### config.mk
export PLATFORM = sky130hd
export DESIGN_NAME = apb_slave_asynch_ext
export DESIGN_NICKNAME = d
export VERILOG_FILES = /design/src/rtl/apb_cdc_pkg.sv /design/src/rtl/apb_cdc_sync.sv /design/src/rtl/apb_slave_asynch_ext.sv
export SDC_FILE = /design/constraint.sdc
export NUM_CORES = 1
export LEC_CHECK = 0
export ABC_CLOCK_PERIOD_IN_PS = 2800
export CAP_MARGIN = 20
export CORE_ASPECT_RATIO = 0.5
export CORE_UTILIZATION = 35
export CTS_CLUSTER_DIAMETER = 150
export CTS_CLUSTER_SIZE = 16
export DETAILED_ROUTE_END_ITERATION = 8
export GPL_ROUTABILITY_DRIVEN = 0
export PLACE_DENSITY = 0.78
export SETUP_SLACK_MARGIN = 0.4
export SYNTH_ARGS = -nofsm -noshare
export SYNTH_HDL_FRONTEND = slang
export SYNTH_HIERARCHICAL = 1
export SYNTH_SLANG_ARGS = --single-unit
### constraint.sdc
create_clock -name clk -period 2.8 [get_ports clk]
set_clock_uncertainty 0.2 [all_clocks]
set_input_delay 0.56 -clock clk [delete_from_list [all_inputs] [get_ports clk]]
set_output_delay 0.56 -clock clk [all_outputs]
set_load 0.03 [all_outputs]
### src/rtl/apb_cdc_pkg.sv
// Shared types and parameter defaults for the asynchronous-request APB master bridge.
package apb_cdc_pkg;

    localparam int unsigned SYNC_STAGES_DEF    = 2;
    localparam int unsigned TIMEOUT_CYCLES_DEF = 256;

    typedef enum logic [1:0] {
        IDLE   = 2'd0,
        SETUP  = 2'd1,
        ACCESS = 2'd2,
        ACK_UP = 2'd3
    } apb_cdc_state_e;

endpackage

### src/rtl/apb_cdc_sync.sv
// Reset-to-zero flop chain that brings a single asynchronous level into the clk domain.
module apb_cdc_sync
    import apb_cdc_pkg::*;
#(
    parameter int unsigned STAGES = SYNC_STAGES_DEF
) (
    input  logic clk,
    input  logic rst_n,
    input  logic d_i,
    output logic q_o
);

    logic [STAGES-1:0] sync_q;

    always_ff @(posedge clk or negedge rst_n) begin
        if (!rst_n) begin
            sync_q <= '0;
        end else begin
            sync_q <= {sync_q[STAGES-2:0], d_i};
        end
    end

    assign q_o = sync_q[STAGES-1];

endmodule

### src/rtl/apb_slave_asynch_ext.sv
// Turns a 4-phase req/ack request from another clock domain into one APB4 master transfer.
// Optional ACCESS timeout abort is compiled in with APB_ASYNCH_TIMEOUT_EN.
module apb_slave_asynch_ext
    import apb_cdc_pkg::*;
#(
    parameter int unsigned APB_ADDR_WIDTH = 32,
    parameter int unsigned APB_DATA_WIDTH = 32,
    parameter int unsigned SYNC_STAGES    = SYNC_STAGES_DEF,
    parameter int unsigned TIMEOUT_CYCLES = TIMEOUT_CYCLES_DEF
) (
    input  logic                          clk,
    input  logic                          rst_n,
    output logic [APB_ADDR_WIDTH-1:0]     PADDR_o,
    output logic [APB_DATA_WIDTH-1:0]     PWDATA_o,
    output logic                          PWRITE_o,
    output logic                          PSEL_o,
    output logic                          PENABLE_o,
    output logic [2:0]                    PPROT_o,
    output logic [APB_DATA_WIDTH/8-1:0]   PSTRB_o,
    input  logic [APB_DATA_WIDTH-1:0]     PRDATA_i,
    input  logic                          PREADY_i,
    input  logic                          PSLVERR_i,
    input  logic                          asynch_req_i,
    output logic                          asynch_ack_o,
    input  logic [APB_ADDR_WIDTH-1:0]     async_PADDR_i,
    input  logic [APB_DATA_WIDTH-1:0]     async_PWDATA_i,
    input  logic                          async_PWRITE_i,
    input  logic                          async_PSEL_i,
    input  logic [2:0]                    async_PPROT_i,
    input  logic [APB_DATA_WIDTH/8-1:0]   async_PSTRB_i,
    output logic [APB_DATA_WIDTH-1:0]     async_PRDATA_o,
    output logic                          async_PSLVERR_o,
    output logic                          timeout_o
);

    localparam int unsigned STRB_W = APB_DATA_WIDTH / 8;

    if (SYNC_STAGES < 2 || TIMEOUT_CYCLES < 2 || (APB_DATA_WIDTH % 8) != 0) begin : g_param_err
        $error("apb_slave_asynch_ext: illegal parameter value");
    end

    apb_cdc_state_e              state_q, state_d;
    logic                        req_sync;
    logic [APB_ADDR_WIDTH-1:0]   paddr_q, paddr_d;
    logic [APB_DATA_WIDTH-1:0]   pwdata_q, pwdata_d;
    logic                        pwrite_q, pwrite_d;
    logic [2:0]                  pprot_q, pprot_d;
    logic [STRB_W-1:0]           pstrb_q, pstrb_d;
    logic                        psel_q, psel_d;
    logic                        penable_q, penable_d;
    logic                        ack_q, ack_d;
    logic [APB_DATA_WIDTH-1:0]   prdata_q, prdata_d;
    logic                        pslverr_q, pslverr_d;

    apb_cdc_sync #(
        .STAGES (SYNC_STAGES)
    ) u_req_sync (
        .clk   (clk),
        .rst_n (rst_n),
        .d_i   (asynch_req_i),
        .q_o   (req_sync)
    );

`ifdef APB_ASYNCH_TIMEOUT_EN
    localparam int unsigned CNT_W = $clog2(TIMEOUT_CYCLES + 1);

    logic [CNT_W-1:0] cnt_q, cnt_d;
    logic             timeout_q, timeout_d;

    always_ff @(posedge clk or negedge rst_n) begin
        if (!rst_n) begin
            cnt_q     <= '0;
            timeout_q <= 1'b0;
        end else begin
            cnt_q     <= cnt_d;
            timeout_q <= timeout_d;
        end
    end

    assign timeout_o = timeout_q;
`else
    assign timeout_o = 1'b0;
`endif

    always_ff @(posedge clk or negedge rst_n) begin
        if (!rst_n) begin
            state_q   <= IDLE;
            paddr_q   <= '0;
            pwdata_q  <= '0;
            pwrite_q  <= 1'b0;
            pprot_q   <= '0;
            pstrb_q   <= '0;
            psel_q    <= 1'b0;
            penable_q <= 1'b0;
            ack_q     <= 1'b0;
            prdata_q  <= '0;
            pslverr_q <= 1'b0;
        end else begin
            state_q   <= state_d;
            paddr_q   <= paddr_d;
            pwdata_q  <= pwdata_d;
            pwrite_q  <= pwrite_d;
            pprot_q   <= pprot_d;
            pstrb_q   <= pstrb_d;
            psel_q    <= psel_d;
            penable_q <= penable_d;
            ack_q     <= ack_d;
            prdata_q  <= prdata_d;
            pslverr_q <= pslverr_d;
        end
    end

    // Bus strobes and ack are decoded from the next state so they leave flops.
    always_comb begin
        state_d   = state_q;
        paddr_d   = paddr_q;
        pwdata_d  = pwdata_q;
        pwrite_d  = pwrite_q;
        pprot_d   = pprot_q;
        pstrb_d   = pstrb_q;
        prdata_d  = prdata_q;
        pslverr_d = pslverr_q;
`ifdef APB_ASYNCH_TIMEOUT_EN
        cnt_d     = cnt_q;
        timeout_d = timeout_q;
`endif

        case (state_q)
            IDLE: begin
                if (req_sync) begin
                    paddr_d  = async_PADDR_i;
                    pwdata_d = async_PWDATA_i;
                    pwrite_d = async_PWRITE_i;
                    pprot_d  = async_PPROT_i;
                    pstrb_d  = async_PSTRB_i;
                    if (async_PSEL_i) begin
                        state_d = SETUP;
                    end else begin
                        prdata_d  = '0;
                        pslverr_d = 1'b0;
                        state_d   = ACK_UP;
                    end
                end
            end
            SETUP: begin
                state_d = ACCESS;
`ifdef APB_ASYNCH_TIMEOUT_EN
                cnt_d   = '0;
`endif
            end
            ACCESS: begin
                if (PREADY_i) begin
                    prdata_d  = PRDATA_i;
                    pslverr_d = PSLVERR_i;
                    state_d   = ACK_UP;
                end
`ifdef APB_ASYNCH_TIMEOUT_EN
                else if (cnt_q == CNT_W'(TIMEOUT_CYCLES - 1)) begin
                    prdata_d  = '0;
                    pslverr_d = 1'b1;
                    timeout_d = 1'b1;
                    state_d   = ACK_UP;
                end else begin
                    cnt_d = cnt_q + CNT_W'(1);
                end
`endif
            end
            ACK_UP: begin
                if (!req_sync) begin
                    state_d = IDLE;
                end
            end
            default: begin
                state_d = IDLE;
            end
        endcase

        psel_d    = (state_d == SETUP) || (state_d == ACCESS);
        penable_d = (state_d == ACCESS);
        ack_d     = (state_d == ACK_UP);
    end

    assign PADDR_o         = paddr_q;
    assign PWDATA_o        = pwdata_q;
    assign PWRITE_o        = pwrite_q;
    assign PPROT_o         = pprot_q;
    assign PSTRB_o         = pstrb_q;
    assign PSEL_o          = psel_q;
    assign PENABLE_o       = penable_q;
    assign asynch_ack_o    = ack_q;
    assign async_PRDATA_o  = prdata_q;
    assign async_PSLVERR_o = pslverr_q;

endmodule

; ---- Word-level counts from Yosys, hierarchy flattened
; Cells that the tools add are included.
[classes]
eq_ne = 9
mux = 13
reduce_logical = 5
[ops]
columns = operator, count
row1 = $mux W32, 3
row2 = $pmux W32 S2, 1
row3 = $eq A2 B2 Y1 const B, 4
row4 = $mux W2, 4
row5 = $pmux W2 S4, 1
row6 = $eq A2 B1 Y1 const B, 2
row7 = $ne A2 B2 Y1 const B, 2
row8 = $reduce_and A4 Y1, 1
row9 = $mux W1, 3
row10 = $logic_not A2 Y1, 1
row11 = $ne A2 B1 Y1 const B, 1
row12 = $pmux W1 S2, 1
row13 = $reduce_and A2 Y1, 1
row14 = $reduce_bool A2 Y1, 1
row15 = $logic_or A1 B1 Y1, 1
[word_totals]
word_cells = 39
ff_bits = 112
in_bits = 110

; ---- Logic depth before layout (Yosys ltp)
[logic_depth]
depth_word = 5
depth_mapped = 7
ltp_nobuf = 5

; ---- Hierarchy
; Netlist, hierarchy kept.
[modules_own_cells]
columns = mod, cells_per_inst, area_per_inst_um2, seq_area_each_um2, instances
row1 = apb_slave_asynch_ext, 249, 4137.7, 2752.6, 1
row2 = apb_cdc_sync, 2, 50.0, 50.0, 1

; ---- Worst setup path after synthesis
; OpenSTA, ideal clock, no wires.
[synth_path]
kind = input to register
startpoint = input port PREADY_i
endpoint = register psel_q (netlist: PSEL_o)
setup_time_ns = 0.113
path_buffers = 1
required_time_ns = 2.487
setup_slack_ns = 0.974
path_stages = 6
t_arrival_ns = 1.513
path_cell_list = nand2_1 -> nor2_1 -> buf_2 -> a21oi_1 -> ha_1 -> inv_1
[synth_between]
elab_chain_cells = 4
[synth_rtl]
columns = element, line
row1 = start: declaration, apb_slave_asynch_ext.sv:21  ; input logic PREADY_i,
row2 = $mux W2 *, apb_slave_asynch_ext.sv:152  ; if (PREADY_i) begin
row3 = $pmux W2 S4 *, apb_slave_asynch_ext.sv:128  ; case (state_q)
row4 = $eq A2 B1 Y1 or $eq A2 B2 Y1 (tied branches), apb_slave_asynch_ext.sv:178  ; psel_d = (state_d == SETUP) || (state_d == ACCESS);
row5 = $logic_or A1 B1 Y1 *, apb_slave_asynch_ext.sv:178
row6 = net psel_d, apb_slave_asynch_ext.sv:49  ; logic psel_q, psel_d;
row7 = end signal: assignment, apb_slave_asynch_ext.sv:105  ; psel_q <= psel_d;
row8 = end: declaration, apb_slave_asynch_ext.sv:49
; The timed path passes the listed nets; every way through them passes the cells marked *.
; A chain may end at the register's enable or synchronous reset.

; ---- Final worst setup path
[layout_path]
startpoint = register prdata_q[10] (netlist: async_PRDATA_o[10])
endpoint = output port async_PRDATA_o[10]
[layout_lines]
columns = element, line
row1 = start: declaration, apb_slave_asynch_ext.sv:52  ; logic [APB_DATA_WIDTH-1:0] prdata_q, prdata_d;
row2 = start signal: assignment, apb_slave_asynch_ext.sv:108  ; prdata_q <= prdata_d;
row3 = end: declaration, apb_slave_asynch_ext.sv:31  ; output logic [APB_DATA_WIDTH-1:0] async_PRDATA_o,
; No word-level cell between the ends.

==> impl_metrics.yaml <==
yosys:
  synth.cells.most_frequent: "dfrtp_1 (112), mux2_2 (66), a22o_1 (30), buf_6 (11), mux2_1 (6)"
  synthCells: 251
  yosysWarningCount: 6
  ys.flop_type: "dfrtp_1"
  synth_area_um2: 4188
  yosysTopAreaCell: "dfrtp_1"
  synthArstFlopShare_pct: 100.0
  yosysUniqueCellTypes: 23
  syn_avg_cell_area_um2: 16.68
  synth.top_cell.area_share_pct: 66.93
  yosysMostFrequentCell: "dfrtp_1"
  synth_edf_count: 0
  ys_ff_latch: 112
  synth-seq-area-share_pct: 66.93
  synthTopCellsByArea: "dfrtp_1 (67%), mux2_2 (18%), a22o_1 (6.3%)"
  syn_nets: 362
placement:
  detailed_place_hpwl_mm: 7.881
  dp_cells: 618
  io_buffers: 217
global_routing:
  grt-ovfl-total: 0
  grt_max_degree: 56
  grt_pass1_vias: 3084
  antenna_found_initial: 0
  grt_pass1_wl_mm: 16.53
  grtUsageTotal_pct: 17.73
cts:
  root_buffer: "clkbuf_16"
  postCtsResizedCells: 0
  clockBufferDepth: 2
  clkTransAtPathRegs_ps: 70
  clk_latency_ps: 340
  cts_buffers: 9
  post_cts_buffers: 0
  holdBufCountCts: 0
  htreeDepth: 3
  cts_tree: "built"
  cts_num_sinks: 112
drt:
  viasPerCell: 4.550
  ant_nets: 0
  first_pass_iters: 4
  drtIter0Drc: 121
  vias: 2880
  wirelength_mm: 10.49
  routedWlPerCell_um: 16.58
  drc_errors: 0
min_path:
  min_path_type: "input port to async pin"
finish:
  seq_area_um2: 2803
  diodes: 0
  num-fill-cells: 920
  final_nets: 581
  layout-drive-gt1-share_pct: 20.04
  area_growth_pct: 61.73
  fin_cells: 633
  multiInputGateArea_um2: 1229
worst_setup_path:
  worst-path-stages: 1
  start_kind: "flop"
  r2r-end: "PWDATA_o[7]"
  arrival_ps: 1420
  crit_chain: "clkdlybuf4s50_1"
  path_max_fanout: 2
  startpoint: "async_PRDATA_o[10]"
  critical_path.top_delay_family: "buffers and inverters"
  crit_end: "async_PRDATA_o[10]"
  cp.required_ps: 2040
  worst-r2r-cell-count: 3
  reg2reg_slack_ps: 990
  crit_buf_inv: 1
  critPathCaptureType: "primary output"
  r2r-start: "state_q[0]"
  critPathMaxStageDelay_ps: 680
  cp_slowest_cell: "clkdlybuf4s50_1"
  criticalPathCategory: "flop to primary output"
sta:
  slew_headroom_pct: 60.96
  rsz0062_at_grt: "no"
  fin_crit_sh_pct: 77.69
  maxSlewViolCount: 0
  fin_crit_ps: 2175
  tightest_slew_ps: 585.6
  finalHoldViolCount: 0
  timing.fmax_ghz: 0.4597
  finalSetupViolations: 0
  fin_tns_setup_ps: 0
  whs_ps: 8.714
floorplan:
  initial_core_util_pct: 37.00
  die_area_um2: 12430
  rows: 27
  die_h_um: 79.35
  io_pins: 219
  die_w_um: 156.7
  core_area_um2: 11320
pwr:
  total_power_w: 0.008672
  power-per-cell-area_nw_per_um2: 1280
  irDropWorstVdd_mv: 0.5059
  power.leakage_nw: 2.846
status:
  status: "finished clean"
run:
  max-cap-violations: 0
-- state kept, by name, indices dropped and copies added, names as in the netlist --
signal             cells
PADDR_o               32
PWDATA_o              32
async_PRDATA_o        32
PSTRB_o                4
PPROT_o                3
state_q                2
u_req_sync/sync_q      2
PENABLE_o              1
PSEL_o                 1
PWRITE_o               1
async_PSLVERR_o        1
asynch_ack_o           1
-- layer usage --
metal  vias up  GRT usage, %  wire (um)
met5         -             0          0
met4         0         4.118         80
met3         9         3.766        390
met2        77         33.13       5788
met1      1448         20.94       4235
li1       1346             -          -
-- how the worst min path moves through the flow --
stage	startpoint	end	cells past startpoint
after CTS	rst_n	async_PRDATA_o[22]	1
after global placement	u_req_sync/sync_q[0]	u_req_sync/sync_q[1]	0
after floorplan	rst_n	PADDR_o[0]	0
after global routing	rst_n	async_PRDATA_o[22]	1
after detailed placement	u_req_sync/sync_q[0]	u_req_sync/sync_q[1]	0
final	rst_n	async_PRDATA_o[22]	1
-- cell type report --
class / instances / area share, %
inverters: 2 / 0.1108
well taps: 159 / 2.937
multi-input cells: 121 / 18.14
clock buffers: 11 / 3.436
clock inverters: 4 / 0.8129
repair buffers: 224 / 33.18
flip-flops and latches: 112 / 41.38
-- per-stage QoR --
stage	worst slack, ps	instance area [um2]	utilization [%]
floorplan	974.2	4188	-
global placement	506.2	6485	57.30
detailed placement	471.2	6485	57.30
CTS	601.6	6773	59.85
global route	558.9	6773	59.85
finish	624.8	6773	59.85
-- cells in the final DEF, fill, tap and decap left out, types with 2 or more instances in the layout --
master and count:
a21oi_1 2, buf_4 6, clkdlybuf4s50_1 216, dfrtp_1 112
clkbuf_1 2, buf_12 2, a22o_1 30, clkbuf_16 9
a22oi_1 2, mux2_2 66, a22o_2 3, mux2_1 6
-- cells by family after synthesis --
group           count (synthesis)  share of synthesized area [%]
flops                         112                          66.93
mux                            72                          19.36
compound gates                 40                          8.276
buf+inv                        18                          3.794
simple gates                    6                          1.046
fa+ha+maj                       1                         0.2987
other cells                     1                        0.08955
xor+xnor                        1                         0.2092
-- where the power goes --
part	leakage, nW	switching [W]	internal (W)
logic	1.36	0.00243	0.00213
registers	1.35	0.000442	0.00241
clock network	0.136	0.000566	0.000695
(Power assumes the default switching activity.)
==> patch (same flow settings) <==
Add a define of `APB_ASYNCH_TIMEOUT_EN`.
--- a/src/rtl/apb_slave_asynch_ext.sv
+++ b/src/rtl/apb_slave_asynch_ext.sv
@@ -2,2 +2,4 @@
 // Optional ACCESS timeout abort is compiled in with APB_ASYNCH_TIMEOUT_EN.
+`define APB_ASYNCH_TIMEOUT_EN
+
 module apb_slave_asynch_ext
Check against the original RTL: no difference found for any inputs over 4 cycles, from zero or initial values and one cycle with rst_n low; that may be too few to reach the edited logic, so the function may still have changed.
==> patch against the unedited design <==
Worst setup slack worse by 270 ps; power up 15%; cell area rose by 14%; sequential cell count increased by 10; area after synthesis grew 10%; wire length increased by 11%; sequential power increased by 7.0%; combinational power up 5.3%; global-route usage is essentially flat; register-to-register slack worse by 630 ps; clock power grew 71%; first-iteration DRC count grew 18%; critical endpoint is now cnt_q[7]$_DFFE_PN0P_; highest routed layer unchanged.
==> patch: results <==
{
  "yosys.area_share.adder_pct": 1.08,
  "muxShareOfSynthArea_pct": 18.0,
  "via_per_inst": 4.66,
  "fillers": 996,
  "run_status": "completed",
  "placedInstanceArea_mm2": 0.00704,
  "grt_util_met1_pct": 21.0,
  "yosysSeqAreaShare_pct": 66.1,
  "layout.clock.cell_area_share_pct": 7.63,
  "worstSetupStartpoint": "cnt_q[0]$_DFFE_PN0P_",
  "coreArea_mm2": 0.0128,
  "yosys-top-cells-area": "sky130_fd_sc_hd__dfrtp_1 66%, sky130_fd_sc_hd__mux2_2 18%, sky130_fd_sc_hd__a22o_1 6.1%",
  "num-nets-final": 653,
  "timing.critical_path.arrival_ps": 2510,
  "cell_family_contributing_the_most_delay_on_the_critical_path": "simple AND/OR/NAND/NOR gates",
  "cts_htree_levels": 4,
  "worstSkewPairLatency_ps": 390,
  "number_of_global_route_vias_before_repair": 3470,
  "buffer_ports.inserted": 218,
  "cells_resized_by_post_cts_repair": 3,
  "maxClockFrequency_mhz": 409,
  "crit-reg2reg-capture": "cnt_q[7]$_DFFE_PN0P_",
  "post-cts-setup-buffer-count": 1,
  "met2RoutedLength_mm": 6.26,
  "timing.max_slew.rel_slack_pct": 58.2,
  "layout_clock_buffer_count": 21,
  "postRouteWirelength_mm": 11.7,
  "ff_latch_area_mm2": 0.00305,
  "synth_xor_xnor_area_share_pct": 0,
  "nNonClkBuffers": 233,
  "groute.usage.overall_pct": 17.8,
  "crit_path_top_delay_cell": "sky130_fd_sc_hd__or4b_4",
  "syn-num-nets": 419,
  "min-delay-path-class": "register to register",
  "post_synth_num_cell_types": 34,
  "drt_iter0_drc": 143,
  "power.net_switching_uw": 3760,
  "combinationalPower_uw": 4800,
  "grt.met3_usage_pct": 4.05,
  "critPathCaptureType": "register",
  "synth_compound_area_share_pct": 8.53,
  "wire_length_of_the_first_global_routing_pass_mm": 18.5
}
[patch: cell types whose count changed in the layout (fill, tap and decap cells not counted), moves of 3 or more]
cell                        unedited run  this run
sky130_fd_sc_hd__dfrtp_1             112       122
sky130_fd_sc_hd__clkbuf_16             9        18
sky130_fd_sc_hd__nand3_1               0         8
sky130_fd_sc_hd__mux2_2               66        73
sky130_fd_sc_hd__mux2_1                6         0
sky130_fd_sc_hd__o21ai_0               0         5
sky130_fd_sc_hd__buf_4                 6        10
sky130_fd_sc_hd__clkinv_2              0         4
sky130_fd_sc_hd__nand2_1               1         5
sky130_fd_sc_hd__a22o_2                3         0
sky130_fd_sc_hd__clkbuf_8              0         3
sky130_fd_sc_hd__nor2b_1               0         3
[patch: through the flow]
| stage | utilization [%] | cells | power, µW |
|---|---|---|---|
| finish | 60.6 | 722 | 10000 |
| global route | 60.6 | 722 | 10500 |
| CTS | 59.9 | 716 | 10100 |
| detailed placement | 55.1 | 682 | 7830 |
| global placement | 55.1 | 682 | 7730 |
| floorplan | - | 305 | 5720 |
